<file path="src/rtl/fetch_if.sv">
// Fetch-stage bus: control inputs, instruction-memory port and IF/ID outputs.
// The fetch stage takes the master side because it drives the memory address
// and the IF/ID register. The environment (pipeline control and memory) takes
// the slave side.
interface fetch_if #(
    parameter int D = 6,
    parameter int W = 32
);
    logic         start;
    logic         stall;
    logic         branch_taken;
    logic [D-1:0] branch_target;
    logic [D-1:0] imem_address;
    logic [W-1:0] imem_read;
    logic [W-1:0] instr;
    logic [D-1:0] instr_pc;
    logic         instr_valid;
    logic         halted;

    modport master (
        input  start, stall, branch_taken, branch_target, imem_read,
        output imem_address, instr, instr_pc, instr_valid, halted
    );

    modport slave (
        output start, stall, branch_taken, branch_target, imem_read,
        input  imem_address, instr, instr_pc, instr_valid, halted
    );
endinterface

</file>
<file path="src/rtl/fetch_stage.sv">
// Instruction fetch stage. It holds the PC and drives the word address to an
// asynchronous-read instruction memory. It registers the returned word into
// IF/ID. It supports stall, branch redirect with a single bubble, a start
// handshake and a halt state.
module fetch_stage #(
    parameter int          D         = 6,
    parameter int          W         = 32,
    parameter logic [W-1:0] HALT_WORD = 32'hFFFF_FFFF
) (
    input  logic     clk,
    input  logic     rst_n,
    fetch_if.master  bus
);
    typedef enum logic [1:0] {
        IDLE = 2'd0,
        RUN  = 2'd1,
        HALT = 2'd2
    } state_t;

    state_t       state_q, state_d;
    logic [D-1:0] pc_q, pc_d;
    logic [W-1:0] instr_q, instr_d;
    logic [D-1:0] instr_pc_q, instr_pc_d;
    logic         instr_valid_q, instr_valid_d;
    logic         halted_q, halted_d;

    // The memory is read combinationally, so the PC goes straight out.
    assign bus.imem_address = pc_q;
    assign bus.instr        = instr_q;
    assign bus.instr_pc     = instr_pc_q;
    assign bus.instr_valid  = instr_valid_q;
    assign bus.halted       = halted_q;

    // Next-state logic. Branch beats stall, which beats a normal fetch. By
    // default every register holds its value, which is how a stall behaves.
    always_comb begin
        state_d       = state_q;
        pc_d          = pc_q;
        instr_d       = instr_q;
        instr_pc_d    = instr_pc_q;
        instr_valid_d = instr_valid_q;

        case (state_q)
            IDLE: begin
                // The stage waits for start here. Stall and branch are ignored.
                pc_d          = '0;
                instr_d       = '0;
                instr_pc_d    = '0;
                instr_valid_d = 1'b0;
                if (bus.start) begin
                    state_d = RUN;
                end
            end
            RUN: begin
                if (bus.branch_taken) begin
                    pc_d          = bus.branch_target;
                    instr_d       = '0;
                    instr_pc_d    = '0;
                    instr_valid_d = 1'b0;
                end else if (!bus.stall) begin
                    instr_d       = bus.imem_read;
                    instr_pc_d    = pc_q;
                    instr_valid_d = 1'b1;
                    // A halt word is still passed to decode. The PC then
                    // freezes on it so that imem_address points at the halt.
                    if (bus.imem_read == HALT_WORD) begin
                        state_d = HALT;
                    end else begin
                        pc_d = pc_q + D'(1);
                    end
                end
            end
            HALT: begin
                if (bus.branch_taken) begin
                    // The halt was fetched on a path that is being squashed,
                    // so fetching resumes at the branch target.
                    pc_d          = bus.branch_target;
                    instr_d       = '0;
                    instr_pc_d    = '0;
                    instr_valid_d = 1'b0;
                    state_d       = RUN;
                end else if (!bus.stall) begin
                    instr_d       = '0;
                    instr_pc_d    = '0;
                    instr_valid_d = 1'b0;
                end
            end
            default: begin
                state_d       = IDLE;
                pc_d          = '0;
                instr_d       = '0;
                instr_pc_d    = '0;
                instr_valid_d = 1'b0;
            end
        endcase

        halted_d = (state_d == HALT);
    end

    // State and output registers. Reset is asynchronous and returns the
    // stage to IDLE with a bubble in IF/ID.
    always_ff @(posedge clk or negedge rst_n) begin
        if (!rst_n) begin
            state_q       <= IDLE;
            pc_q          <= '0;
            instr_q       <= '0;
            instr_pc_q    <= '0;
            instr_valid_q <= 1'b0;
            halted_q      <= 1'b0;
        end else begin
            state_q       <= state_d;
            pc_q          <= pc_d;
            instr_q       <= instr_d;
            instr_pc_q    <= instr_pc_d;
            instr_valid_q <= instr_valid_d;
            halted_q      <= halted_d;
        end
    end
endmodule

</file>
<file path="src/flat_wrapper.sv">
// flat-port wrapper written by rule: the top's interface ports become plain ports
module fetch_stage_flat 
#(
    parameter int          D         = 6,
    parameter int          W         = 32,
    parameter logic [W-1:0] HALT_WORD = 32'hFFFF_FFFF
)
  (clk, rst_n, bus_start, bus_stall, bus_branch_taken, bus_branch_target, bus_imem_read, bus_imem_address, bus_instr, bus_instr_pc, bus_instr_valid, bus_halted);
  fetch_if #(.D(D), .W(W)) bus_i ();
  input  logic clk;
  input  logic rst_n;
  input wire logic [$bits(bus_i.start)-1:0] bus_start;
  input wire logic [$bits(bus_i.stall)-1:0] bus_stall;
  input wire logic [$bits(bus_i.branch_taken)-1:0] bus_branch_taken;
  input wire logic [$bits(bus_i.branch_target)-1:0] bus_branch_target;
  input wire logic [$bits(bus_i.imem_read)-1:0] bus_imem_read;
  output wire logic [$bits(bus_i.imem_address)-1:0] bus_imem_address;
  output wire logic [$bits(bus_i.instr)-1:0] bus_instr;
  output wire logic [$bits(bus_i.instr_pc)-1:0] bus_instr_pc;
  output wire logic [$bits(bus_i.instr_valid)-1:0] bus_instr_valid;
  output wire logic [$bits(bus_i.halted)-1:0] bus_halted;
  assign bus_i.start = bus_start;
  assign bus_i.stall = bus_stall;
  assign bus_i.branch_taken = bus_branch_taken;
  assign bus_i.branch_target = bus_branch_target;
  assign bus_i.imem_read = bus_imem_read;
  assign bus_imem_address = bus_i.imem_address;
  assign bus_instr = bus_i.instr;
  assign bus_instr_pc = bus_i.instr_pc;
  assign bus_instr_valid = bus_i.instr_valid;
  assign bus_halted = bus_i.halted;
  fetch_stage #(.D(D), .W(W), .HALT_WORD(HALT_WORD)) u_core (.clk(clk), .rst_n(rst_n), .bus(bus_i));
endmodule
</file>
<file path="config.mk">
export PLATFORM = sky130hd
export DESIGN_NAME = fetch_stage_flat
export DESIGN_NICKNAME = d
export VERILOG_FILES = /design/src/rtl/fetch_if.sv /design/src/rtl/fetch_stage.sv /design/src/flat_wrapper.sv
export SDC_FILE = /design/constraint.sdc
export NUM_CORES = 1
export LEC_CHECK = 0
export ABC_AREA = 1
export CAP_MARGIN = 15
export CORE_MARGIN = 1.5
export CORE_UTILIZATION = 39
export CTS_CLUSTER_SIZE = 24
export DETAILED_ROUTE_END_ITERATION = 6
export PLACE_DENSITY = 0.71
export SLEW_MARGIN = 20
export SYNTH_ARGS = -nofsm -noshare
export SYNTH_HDL_FRONTEND = slang
export SYNTH_SLANG_ARGS = --single-unit
</file>
<file path="constraint.sdc">
create_clock -name clk -period 4.2 [get_ports clk]
set_input_delay 0.63 -clock clk [delete_from_list [all_inputs] [get_ports clk]]
set_output_delay 0.63 -clock clk [all_outputs]
set_load 0.03 [all_outputs]
</file>
# After elaboration in Yosys (flattened, before gate mapping)
# Index checks and enable logic that the tools add are counted.
[op_classes]
div = 0
n_bitwise = 0
eq_ne = 8
reduce_logical = 3
order_cmp = 0
muxes = 26
mul = 0
shifts = 0
n_addsub = 1
[op_table]
columns = ["op", "n"]
rows = [
  ["$mux 32", 4],
  ["$pmux 32 s2", 1],
  ["$mux 6", 8],
  ["$eq 32x32->1 const B", 1],
  ["$pmux 6 s2", 2],
  ["$mux 2", 5],
  ["$ne 3x3->1 const B", 3],
  ["$add 6x1->6 const B", 1],
  ["$pmux 2 s3", 1],
  ["$eq 2x2->1 const B", 2],
  ["$mux 1", 4],
  ["$reduce_and 3->1", 1],
  ["$eq 2x1->1 const B", 1],
  ["$logic_not 2->1", 1],
  ["$ne 2x2->1 const B", 1],
  ["$pmux 1 s2", 1],
  ["$reduce_and 2->1", 1],
]
[totals]
ramBits = 0
latch_bits = 0
mem_bits_ro = 0
register_bits = 48
output_inout_bits = 46
memories = 0

# Logic depth before layout (Yosys ltp)
[depth]
ltp_word = 6
depth_mapped = 10
depth_no_buf = 10

# Least setup slack after synthesis
# No wires, ideal clock.
[synth_path]
kind = "flip-flop to flip-flop"
startpoint = "register u_core.pc_q[0] (netlist: u_core.bus.imem_address[0])"
endpoint = "register u_core.pc_q[4] (netlist: u_core.bus.imem_address[4])"
setup_time_ns = 0.118
arrival_ns = 1.294
setup_slack_ns = 2.788
path_stages_with_launch = 9
n_path_buf = 0
t_required_ns = 4.082
period_less_slack_ns = 1.412
path_cell_list = "dfrtp_1 -> ha_1 -> nand2_1 -> o21ai_0 -> nand3_1 -> nand2_1 -> a21oi_1 -> nand2_1 -> nand2_1"
[synth_via]
elab_chain_cells = 5
[synth_rtl]
columns = ["item", "line", "rtl"]
rows = [
  ["from (decl)", "fetch_stage.sv:21", "logic [D-1:0] pc_q, pc_d;"],
  ["from (signal assigned)", "fetch_stage.sv:112", "pc_q <= pc_d;"],
  ["$add 6x1->6", "fetch_stage.sv:69", "pc_d = pc_q + D'(1);"],
  ["$mux 6", "fetch_stage.sv:66", "if (bus.imem_read == HALT_WORD) begin"],
  ["$mux 6", "fetch_stage.sv:60", "end else if (!bus.stall) begin"],
  ["$mux 6", "fetch_stage.sv:55", "if (bus.branch_taken) begin"],
  ["$pmux 6 s2", "fetch_stage.sv:43", "case (state_q)"],
]
# Every way passes these cells. The select of a mux whose other input is x is not followed.
# A chain may end at the register's enable or synchronous reset.

# Worst setup path after layout
[layout_path]
startpoint = "input bus_stall"
endpoint = "register u_core.halted_q (netlist: u_core.bus.halted)"
[layout_via]
elab_chain_cells = 4
[layout_rtl]
columns = ["item", "line", "rtl"]
rows = [
  ["from (decl)", "flat_wrapper.sv:13", "input wire logic [$bits(bus_i.stall)-1:0] bus_stall;"],
  ["$mux 2", "fetch_stage.sv:60", ""],
  ["$mux 2", "fetch_stage.sv:55", ""],
  ["$pmux 2 s3", "fetch_stage.sv:43", ""],
  ["$eq 2x2->1", "fetch_stage.sv:97", "halted_d = (state_d == HALT);"],
  ["via u_core.halted_d", "fetch_stage.sv:25", "logic halted_q, halted_d;"],
  ["to (signal assigned)", "fetch_stage.sv:116", "halted_q <= halted_d;"],
  ["to (decl)", "fetch_stage.sv:25", ""],
]
# The timed path passes the listed nets, and every way through them passes these cells.

==> metrics <==
status complete, no violations; routed len/inst 13.56 um; Final Worst Setup Slack 1.888 ns; Final min period 2.312 ns; CTS tree done; Syn Area/Cell approximately 8 um^2; Vias approximately 2,300; flops & latches, synth 48; ranking of synthesized cells by area dfrtp_1 (50%), nand3_1 (18%), nand2_1 (14%); initial antenna violation count 0; Final HPWL DP about 4.4 mm; cts hold-fix bufs 0; Peak VDD IR between 0.1 and 0.15 mV; global-route wire length before repair 9.894 mm; Post-synth EDFFs 0; static leakage roughly 1.6 nW; Hold Path Class primary input to asynchronous set/reset pin; CTS Root Cell clkbuf_8; antenna viol nets, final 0; post-synth cell types 22; gr ovfl total 0; via/cell ratio 4.998; total negative setup slack 0 ns; num ports 89; share of cells above drive strength 1 0.06510; worst slack at placement 1.601 ns; Net Count, Synth 349; vias in the first global route 2,119; DRC viols 0; row cnt 28; critical path class primary input to register; fin. max-slew vios 0; Peak Freq 432.5 MHz; fin crit share 0.5506; Starting Density 0.4044; Final Hold Violating Endpoints 0; synth warn 0; Syn Std Cell Area 0.002409 mm^2; Post-Synthesis Cells 301; crit-path max FO 36; largest buffer count on any clock path 2; Worst-Skew Late Latency 0.30 ns; initial drt markers 145; post-CTS sizing 0; Area Growth Syn to Fin 41.35%; clk slew on worst S/H paths ~0.090 ns; Core ar. 0.005956 mm^2; CTS sink cnt 48; crit start category primary input; WP data required 4.43 ns; sequential cell area 0.001201 mm^2; max cap viols 0; DIE HEIGHT 81.59 um; DIE AREA 0.006656 mm^2; Clock Skew ~0.0083 ns; Yosys top cell by area dfrtp_1; final-layout fill cell count 579; post-synthesis sequential area ratio 0.4987; Post-synth top flop dfrtp_1; Setup crit end kind register; first drt pass iteration count 5; ant diodes 0; postcts setup bufs 0; top cell type's share of synthesized area 0.4987; Critical Path AT 2.54 ns; final hold slack between 0.3 and 0.4 ns; PD cells 319.9 mW/mm^2; Die X 81.59 um; Placer Congestion approximately 0.82; relative slew slack 0.5460; Synth async-reset ratio 1.000; Final nets about 430; Routed WL 6.223 mm; RSZ-0062 raised after global routing no; worst-margin pin slew 0.6788 ns; htree depth 2; Port Buf Inserts around 90; Overall Global Routing Usage 0.1934; TritonCTS buffer count 5; Setup-failing EPs final 0; largest net degree at the start of global routing 49; Multi-input gate area between 0.001 and 0.0015 mm^2
[layer usage]
layer | track usage | vias to the layer above | wire, um
met5 | 0 | - | 0
met4 | 0.05593 | 0 | 72
met3 | 0.03000 | 8 | 419
met2 | 0.3306 | 76 | 2968
met1 | 0.2533 | 1059 | 2762
li1 | - | 1151 | -
[kinds of logic (layout without fill, tap and decap cells)]
group | Yosys count | in the layout | synth area share
buffers and inverters | 32 | 115 | 0.06337
flip-flops | 48 | 48 | 0.4987
adder cells (fa/ha/maj) | 5 | 5 | 0.02597
AO/OA/AOI/OAI | 19 | 19 | 0.04519
AND/OR/NAND/NOR | 197 | 197 | 0.3668
[through the flow]
stage	std cells	cell area, um^2	util	total power, mW
finish	459	3405	0.5716	1.089
global route	459	3405	0.5716	1.144
CTS	459	3402	0.5712	1.100
detailed placement	451	3304	0.5548	0.8117
global placement	451	3304	0.5548	0.8082
floorplan	301	2409	-	0.6735
[worst paths after layout]
path | endpoint | slack [ns] | depth (start not counted) | start
setup / recovery | u_core.bus.halted$_DFF_PN0_ | 1.89 | 6 | bus_stall
hold / removal | u_core.bus.instr_pc[1]$_DFFE_PN0P_ | 0.34 | 1 | rst_n
setup reg to reg | u_core.bus.imem_address[1]$_DFFE_PN0P_ | 1.97 | 10 | u_core.state_q[1]$_DFF_PN0_
hold reg to reg | u_core.bus.instr[16]$_DFFE_PN0P_ | 0.51 | 2 | u_core.bus.instr[16]$_DFFE_PN0P_
max in group asynchronous | u_core.bus.instr[9]$_DFFE_PN0P_ | 3.46 | 1 | rst_n
min in group clk | u_core.bus.instr[16]$_DFFE_PN0P_ | 0.51 | 2 | u_core.bus.instr[16]$_DFFE_PN0P_
[area by class of cell]
type	instances	share of cell area
clock buffer	6	0.02426
multi-input combinational	221	0.3098
inverter	17	0.01874
tap	75	0.02756
clock inverter	2	0.004410
timing repair buffer	90	0.2624
sequential	48	0.3528
[sequential cells by signal (all words and copies together) (netlist names)]
signal,flops
u_core.bus.halted,1
u_core.bus.imem_address,6
u_core.bus.instr,32
u_core.bus.instr_pc,6
u_core.bus.instr_valid,1
u_core.state_q,2
[layout by cell type (no fill, tap or decap), drive strengths merged, types with 3 or more instances in the layout]
| cell | instances |
|---|---|
| clkdlybuf4s50 | 87 |
| ha | 5 |
| nand3 | 85 |
| nand2 | 91 |
| o21ai | 10 |
| buf | 3 |
| clkbuf | 6 |
| dfrtp | 48 |
| a21oi | 7 |
| nor2 | 19 |
| inv | 17 |
[synthesized netlist by cell type (2+ instances only)]
cell type	number
inv_1	11
inv_2	6
buf_4	3
nor2_1	18
buf_6	2
o21ai_1	3
nand2_1	87
nand2_4	3
buf_2	5
o21ai_0	5
clkbuf_1	5
o21ai_2	2
a21oi_1	7
ha_1	5
dfrtp_1	48
nand3_1	85
[worst max-delay path, cell delays in order]
cell	delay, ns
clkdlybuf4s50_1	0.76
inv_2	0.67
nand2_1	0.11
o21bai_1	0.20
nand2_1	0.07
nor2_1	0.10
[power by group]
group          leakage, nW  switching (mW)  internal (mW)
Sequential           0.628          0.0285          0.493
Combinational        0.972           0.160          0.120
Clock               0.0434           0.154          0.133
Total                 1.64           0.342          0.747
No activity file was read; power rests on OpenSTA's default activity.
